==> src/rtl/pc_redirect_unit.sv <==
// pc_redirect_unit: merges EX branch redirects and MEM exception redirects
// into one load-PC request for fetch, holding a request across stalls until
// fetch can take it. Also drives the IF/ID flush.
//
// Optional feature macro: REDIRECT_STATS_EN
//   defined     -> o_branch_redirects / o_exc_redirects are live 32-bit counters
//   not defined -> both ports are tied to 32'h0 and no counter flops exist
//
// Handshake: a redirect is offered whenever o_load_we=1; fetch takes it in the
// first cycle with i_stall=0 (the accept cycle), which is the only cycle that
// o_flush=1. While stalled, o_load_pc stays stable until accepted.
module pc_redirect_unit #(
    parameter logic [31:0] EXC_VECTOR = 32'h0000_0180
) (
    input  logic        clk,
    input  logic        rst_n,
    input  logic        i_stall,
    input  logic        i_br_valid,
    input  logic        i_br_taken,
    input  logic [31:0] i_br_target,
    input  logic        i_exc_req,
    output logic        o_load_we,
    output logic [31:0] o_load_pc,
    output logic        o_flush,
    output logic        o_misaligned,
    output logic [31:0] o_branch_redirects,
    output logic [31:0] o_exc_redirects
);

    typedef enum logic [1:0] {
        IDLE     = 2'd0,
        HOLD_BR  = 2'd1,
        HOLD_EXC = 2'd2
    } state_t;

    state_t      state;
    logic [31:0] held_pc;
    logic        held_mis;

    logic        br_req;
    logic        sel_we;
    logic        sel_exc;
    logic [31:0] sel_pc;
    logic        sel_mis;
    logic        accept;

    assign br_req = i_br_valid & i_br_taken;

    // Pick the winning source: new exception, then held request, then new branch.
    always_comb begin
        sel_we  = 1'b0;
        sel_exc = 1'b0;
        sel_pc  = 32'h0;
        sel_mis = 1'b0;
        case (state)
            IDLE: begin
                if (i_exc_req) begin
                    sel_we  = 1'b1;
                    sel_exc = 1'b1;
                    sel_pc  = EXC_VECTOR;
                end else if (br_req) begin
                    sel_we  = 1'b1;
                    sel_pc  = {i_br_target[31:2], 2'b00};
                    sel_mis = |i_br_target[1:0];
                end
            end
            HOLD_BR: begin
                sel_we = 1'b1;
                if (i_exc_req) begin
                    // An older instruction faulted: the held branch is squashed.
                    sel_exc = 1'b1;
                    sel_pc  = EXC_VECTOR;
                end else begin
                    sel_pc  = held_pc;
                    sel_mis = held_mis;
                end
            end
            HOLD_EXC: begin
                // Anything arriving now is younger than the held exception.
                sel_we  = 1'b1;
                sel_exc = 1'b1;
                sel_pc  = EXC_VECTOR;
            end
            default: begin
                sel_we = 1'b0;
            end
        endcase
    end

    assign accept = sel_we & ~i_stall;

    // Outputs are forced low while reset is asserted, independent of the clock.
    always_comb begin
        o_load_we    = rst_n & sel_we;
        o_load_pc    = rst_n ? sel_pc : 32'h0;
        o_flush      = rst_n & accept;
        o_misaligned = rst_n & accept & ~sel_exc & sel_mis;
    end

    // Hold an offered-but-stalled redirect; return to IDLE once fetch accepts.
    always_ff @(posedge clk or negedge rst_n) begin
        if (!rst_n) begin
            state    <= IDLE;
            held_pc  <= 32'h0;
            held_mis <= 1'b0;
        end else if (sel_we && i_stall) begin
            state    <= sel_exc ? HOLD_EXC : HOLD_BR;
            held_pc  <= sel_pc;
            held_mis <= sel_mis;
        end else begin
            state    <= IDLE;
        end
    end

`ifdef REDIRECT_STATS_EN
    logic [31:0] br_count;
    logic [31:0] exc_count;

    // Count accepted redirects by type; wraps naturally at 2^32.
    always_ff @(posedge clk or negedge rst_n) begin
        if (!rst_n) begin
            br_count  <= 32'h0;
            exc_count <= 32'h0;
        end else if (accept) begin
            if (sel_exc) begin
                exc_count <= exc_count + 32'd1;
            end else begin
                br_count  <= br_count + 32'd1;
            end
        end
    end

    assign o_branch_redirects = br_count;
    assign o_exc_redirects    = exc_count;
`else
    assign o_branch_redirects = 32'h0;
    assign o_exc_redirects    = 32'h0;
`endif

endmodule

==> config.mk <==
export PLATFORM = sky130hd
export DESIGN_NAME = pc_redirect_unit
export DESIGN_NICKNAME = d
export VERILOG_FILES = /design/src/rtl/pc_redirect_unit.sv
export SDC_FILE = /design/constraint.sdc
export NUM_CORES = 1
export LEC_CHECK = 0
export ABC_AREA = 1
export CORE_UTILIZATION = 38
export DETAILED_ROUTE_END_ITERATION = 7
export PLACE_DENSITY = 0.78
export SYNTH_ARGS = -nofsm -noshare
export SYNTH_HDL_FRONTEND = slang
export SYNTH_SLANG_ARGS = --single-unit
==> constraint.sdc <==
create_clock -name clk -period 2.2 [get_ports clk]
set_clock_uncertainty 0.2 [all_clocks]
set_input_delay 0.66 -clock clk [delete_from_list [all_inputs] [get_ports clk]]
set_output_delay 0.66 -clock clk [all_outputs]
set_load 0.02 [all_outputs]
=== Word-level counts from Yosys, hierarchy flattened ===
Cells that the tools add are included.

* Flip-flop bits (word level): 35
* Bits of input ports: 38
* Output and inout port bits: 99
* Word-level logic and storage cells: 34

* Equality and inequality tests: 2
* Multiplexer cells: 16
* Bitwise gates (word level): 8
* Reductions and logical operators: 5

{| class="wikitable"
|+ Operators with widths
! kind !! count
|-
| $mux 32 || 4
|-
| $pmux 32 s3 || 1
|-
| $and 1x1->1 || 6
|-
| $mux 1 || 6
|-
| $pmux 1 s2 || 3
|-
| $reduce_or 2->1 || 3
|-
| $mux 2 || 2
|-
| $eq 2x1->1 const B || 1
|-
| $eq 2x2->1 const B || 1
|-
| $logic_not 2->1 || 1
|-
| $not 1->1 || 2
|-
| $logic_and 1x1->1 || 1
|}

=== Depth between registers and ports, before layout ===
* Depth after elaboration: 8
* Gate-level depth with buffers: 9
* Mapped depth without buffers: 8

=== Worst setup path before layout ===
No wires, ideal clock.

* Kind: input port to output port
* Start point: in i_exc_req
* End point: out o_load_pc[0]
* Arrival: 1629 ps
* Required time: 1340 ps
* Setup slack: -289 ps
* Stages: 5
* Path buffers: 2
* Cell sequence: nor2_2 > buf_6 > buf_4 > nand2_1 > nor3_1

* Word-level cells in the longest chain between the ends: 3
* Elaborated cells between the ends (all ways): 4
* Classes of those cells: 4 x mux

{| class="wikitable"
|+ RTL lines
! item !! RTL line !! source
|-
| start, declared || 21 || <nowiki>input logic i_exc_req,</nowiki>
|-
| $mux 32, on equally long branches || 69, 57 ||
|-
| $pmux 32 s3 (*) || 55 || <nowiki>case (state)</nowiki>
|-
| $mux 32 (*) || 95 || <nowiki>o_load_pc = rst_n ? sel_pc : 32'h0;</nowiki>
|-
| end, declared || 23 || <nowiki>output logic [31:0] o_load_pc,</nowiki>
|}

Every way passes the cells marked *; elsewhere a longest branch is shown, timed or not.

=== Worst setup path after layout ===
* Start point: reg state[0]
* End point: out o_misaligned

* Word-level cells in the longest chain between the ends: 7
* Elaborated cells between the ends (all ways): 13
* Classes of those cells: 2 x eq/ne; 3 x mux; 5 x bitwise; 3 x reduce/logical

{| class="wikitable"
|+ RTL lines
! item !! RTL line !! source
|-
| start, declared || 36 || <nowiki>state_t state;</nowiki>
|-
| start signal, assigned || 107 || <nowiki>state <= sel_exc ? HOLD_EXC : HOLD_BR;</nowiki>
|-
| $eq 2x1->1 / $eq 2x2->1 (equally long branches) || 55 ||
|-
| $reduce_or 2->1 (no source line) || -- ||
|-
| $pmux 1 s2 || 55 ||
|-
| $and 1x1->1 || 90 || <nowiki>assign accept = sel_we & ~i_stall;</nowiki>
|-
| $and 1x1->1 (2 in a row) || 97 || <nowiki>o_misaligned = rst_n & accept & ~sel_exc & sel_mis;</nowiki>
|-
| $and 1x1->1 (*) || 97 ||
|-
| end, declared || 25 || <nowiki>output logic o_misaligned,</nowiki>
|}

Marked as above.

==> reports/qor.yml <==
grt_max_degree: 41
hp-class: "in2async"
violations: "setup timing"
grt_pass1_vias: 2512
layout-drive-gt1-share: 0.474
clk_path_buf_depth: 2
final_common_cell: "nand2_1"
drt-pass1-iter-count: 4
syn_avg_cell_area_um2: 7.63
async_flop_share: 1.00
synth_compound_area_frac: 0.0866
diodes: 0
cts_tree: "built"
die_area_um2: 8070
finalSetupTns_ns: -19.29
gr-total-overflow: 0
drv_cap: 0
synthMuxAreaShare: 0
design_area_um2: 4770
setup_ws_ns: -0.595
max_freq_ghz: 0.358
slowest_delay_ns: 0.45
p_leak_nw: 2.33
fin_crit_ns: 2.79
start_util: 0.398
holdWs_ns: 0.161
crit_type: "reg2out"
layout_common_cells: "nand2_1, conb_1, buf_4"
worst_setup_path_start_kind: "flop"
crit_slowest_cell: "dfrtp_2"
cp-end-kind: "primary output"
cts_buffers: 5
gp_congestion: 0.808
synthAdderAreaFrac: 0.0171
dieHeight_um: 89.8
clk_latency_ns: 0.29
path_buf_inv: 5
cts.clk_slew.worst_paths_ns: 0.07
rsz0062_at_grt: "yes"
post-route-util: 0.647
wirelength_um: 8190
hold_buffers: 0
crit_arrival_ns: 1.93
drt_iter0_markers: 102
postRouteAntennaNets: 0
synthToLayoutAreaGrowth_pct: 62.6
nFillCells: 597
final_nets: 557
routedWlPerCell_um: 13.3
vias: 2787
vias_per_cell: 4.54
setup_viol: 66
num_rows: 31
placedInstanceArea_um2: 4040
crit_required_ns: 1.34
grt_pass1_wl_um: 12100
finalCritPeriodShare: 1.27
clockRootBuffer: "clkbuf_8"
timing_hold_violations_final: 0
critPathMaxFanout: 6
syn_inst: 384
antenna_found_initial: 0
die_w_um: 89.8
synthXorXnorAreaFrac: 0
synth_top_family_by_area: "simple AND/OR/NAND/NOR gates"
ys_warn_count: 0
htreeDepth: 2
worstPathCellList: "buf_6 -> inv_4 -> ha_4 -> nand3_4 -> buf_12 -> buf_12 -> nand3_4 -> nand3b_1 -> nor2_4 -> buf_6"
grt_use_total: 0.184
ys_seq_area_frac: 0.299
synth_seq_cells: 35
cts_sinks: 35
synthSimpleGateAreaFrac: 0.358
drc: 0
critical_path.top_delay_family: "buffers and inverters"
hpwl_um: 4980
regToRegSetupSlack_ns: -0.05
portBuffers: 72
coreArea_um2: 7370
ios: 137
ir_worst_vdd_v: 0.000284
syn_area_um2: 2930
p_per_area_nw_per_um2: 496
status: "complete, but fails checks"
synth.distinct_cells: 28
synth_edf_count: 0
drv_slew: 0
synth_flop_cell: "dfrtp_1"
-- Yosys cell counts, types with 2 or more instances --
master,number,share of area
nand2_2,3,0.0064
o21ai_1,9,0.015
buf_6,10,0.038
dfrtp_1,35,0.30
ha_1,4,0.017
nand3_2,11,0.038
inv_1,9,0.012
buf_4,65,0.17
nand3_1,24,0.041
clkbuf_1,2,0.0026
buf_2,6,0.010
nor3_1,2,0.0034
nand3_4,2,0.012
nor2_4,2,0.0077
o21ai_2,21,0.063
nand2_1,131,0.17
nor2_1,8,0.010
and2_1,27,0.058
a21oi_1,4,0.0068
-- routing by layer --
| metal | track usage | vias to the layer above | part of all wire |
|---|---|---|---|
| met5 | 0 | - | 0 |
| met4 | 0.0669 | 0 | 0.015 |
| met3 | 0.0288 | 11 | 0.047 |
| met2 | 0.307 | 101 | 0.52 |
| met1 | 0.241 | 1326 | 0.42 |
| li1 | - | 1349 | - |
-- cells by family after synthesis --
| family | after synthesis |
|---|---|
| compound gates | 35 |
| fa+ha+maj | 4 |
| buf+inv | 95 |
| flops | 35 |
| other cells | 1 |
| simple gates | 214 |
-- worst reg2reg max path, stage by stage (launching register included) --
cell and delay [ns]:
dfrtp_2 0.45, buf_6 0.14, inv_4 0.06, ha_4 0.16, nand3_4 0.08, buf_12 0.15
buf_12 0.15, nand3_4 0.07, buf_4 0.10, buf_4 0.08, buf_4 0.10, nand3_4 0.11
buf_12 0.18, nand2_1 0.06, nand2_1 0.05
-- registers in the layout, summed over array words and instances (netlist names) --
| name | flops |
|---|---|
| held_mis | 1 |
| held_pc | 32 |
| state | 2 |
-- timing repair --
action | 4_1_cts | 5_1_grt
gates cloned | 3 | 3
pin swaps | 15 | 17
gates resized for setup | 228 | 52
endpoints found under the setup margin | 36 | 54
buffers inserted | 13 | 8
-- final cells by class --
| class | count | area [um2] | area share |
|---|---|---|---|
| Multi-Input combinational cell | 318 | 2100 | 0.440 |
| Timing Repair Buffer | 145 | 1530 | 0.320 |
| Sequential cell | 35 | 878 | 0.184 |
| Tap cell | 99 | 124 | 0.0260 |
| Clock buffer | 6 | 72.6 | 0.0152 |
| Inverter | 10 | 40.0 | 0.00840 |
| Clock inverter | 1 | 30.0 | 0.00630 |
-- through the flow --
stage / worst slack, ns / std cells / power (mW)
after floorplan: -0.0551 / 447 / 1.36
after global placement: -1.24 / 581 / 1.54
after detailed placement: -1.29 / 581 / 1.56
after CTS: -0.586 / 604 / 2.24
after global routing: -0.652 / 614 / 2.47
final: -0.595 / 614 / 2.36
-- final timing paths --
| check | to | cells after the start | start |
|---|---|---|---|
| max | o_misaligned | 10 | state[0]$_DFF_PN0_ |
| min reg2reg | held_pc[16]$_DFFE_PN0P_ | 2 | held_pc[16]$_DFFE_PN0P_ |
| min | held_pc[4]$_DFFE_PN0P_ | 2 | rst_n |
| min in group clk | held_pc[16]$_DFFE_PN0P_ | 2 | held_pc[16]$_DFFE_PN0P_ |
| max in group asynchronous | state[0]$_DFF_PN0_ | 3 | rst_n |
| max reg2reg | held_pc[15]$_DFFE_PN0P_ | 14 | state[0]$_DFF_PN0_ |
-- power breakdown --
part           switching (mW)  internal, mW
logic                   0.582         0.464
clock network           0.230         0.332
registers              0.0497         0.706
total                   0.862          1.50
Note: power is estimated with default switching activity, not from simulation.
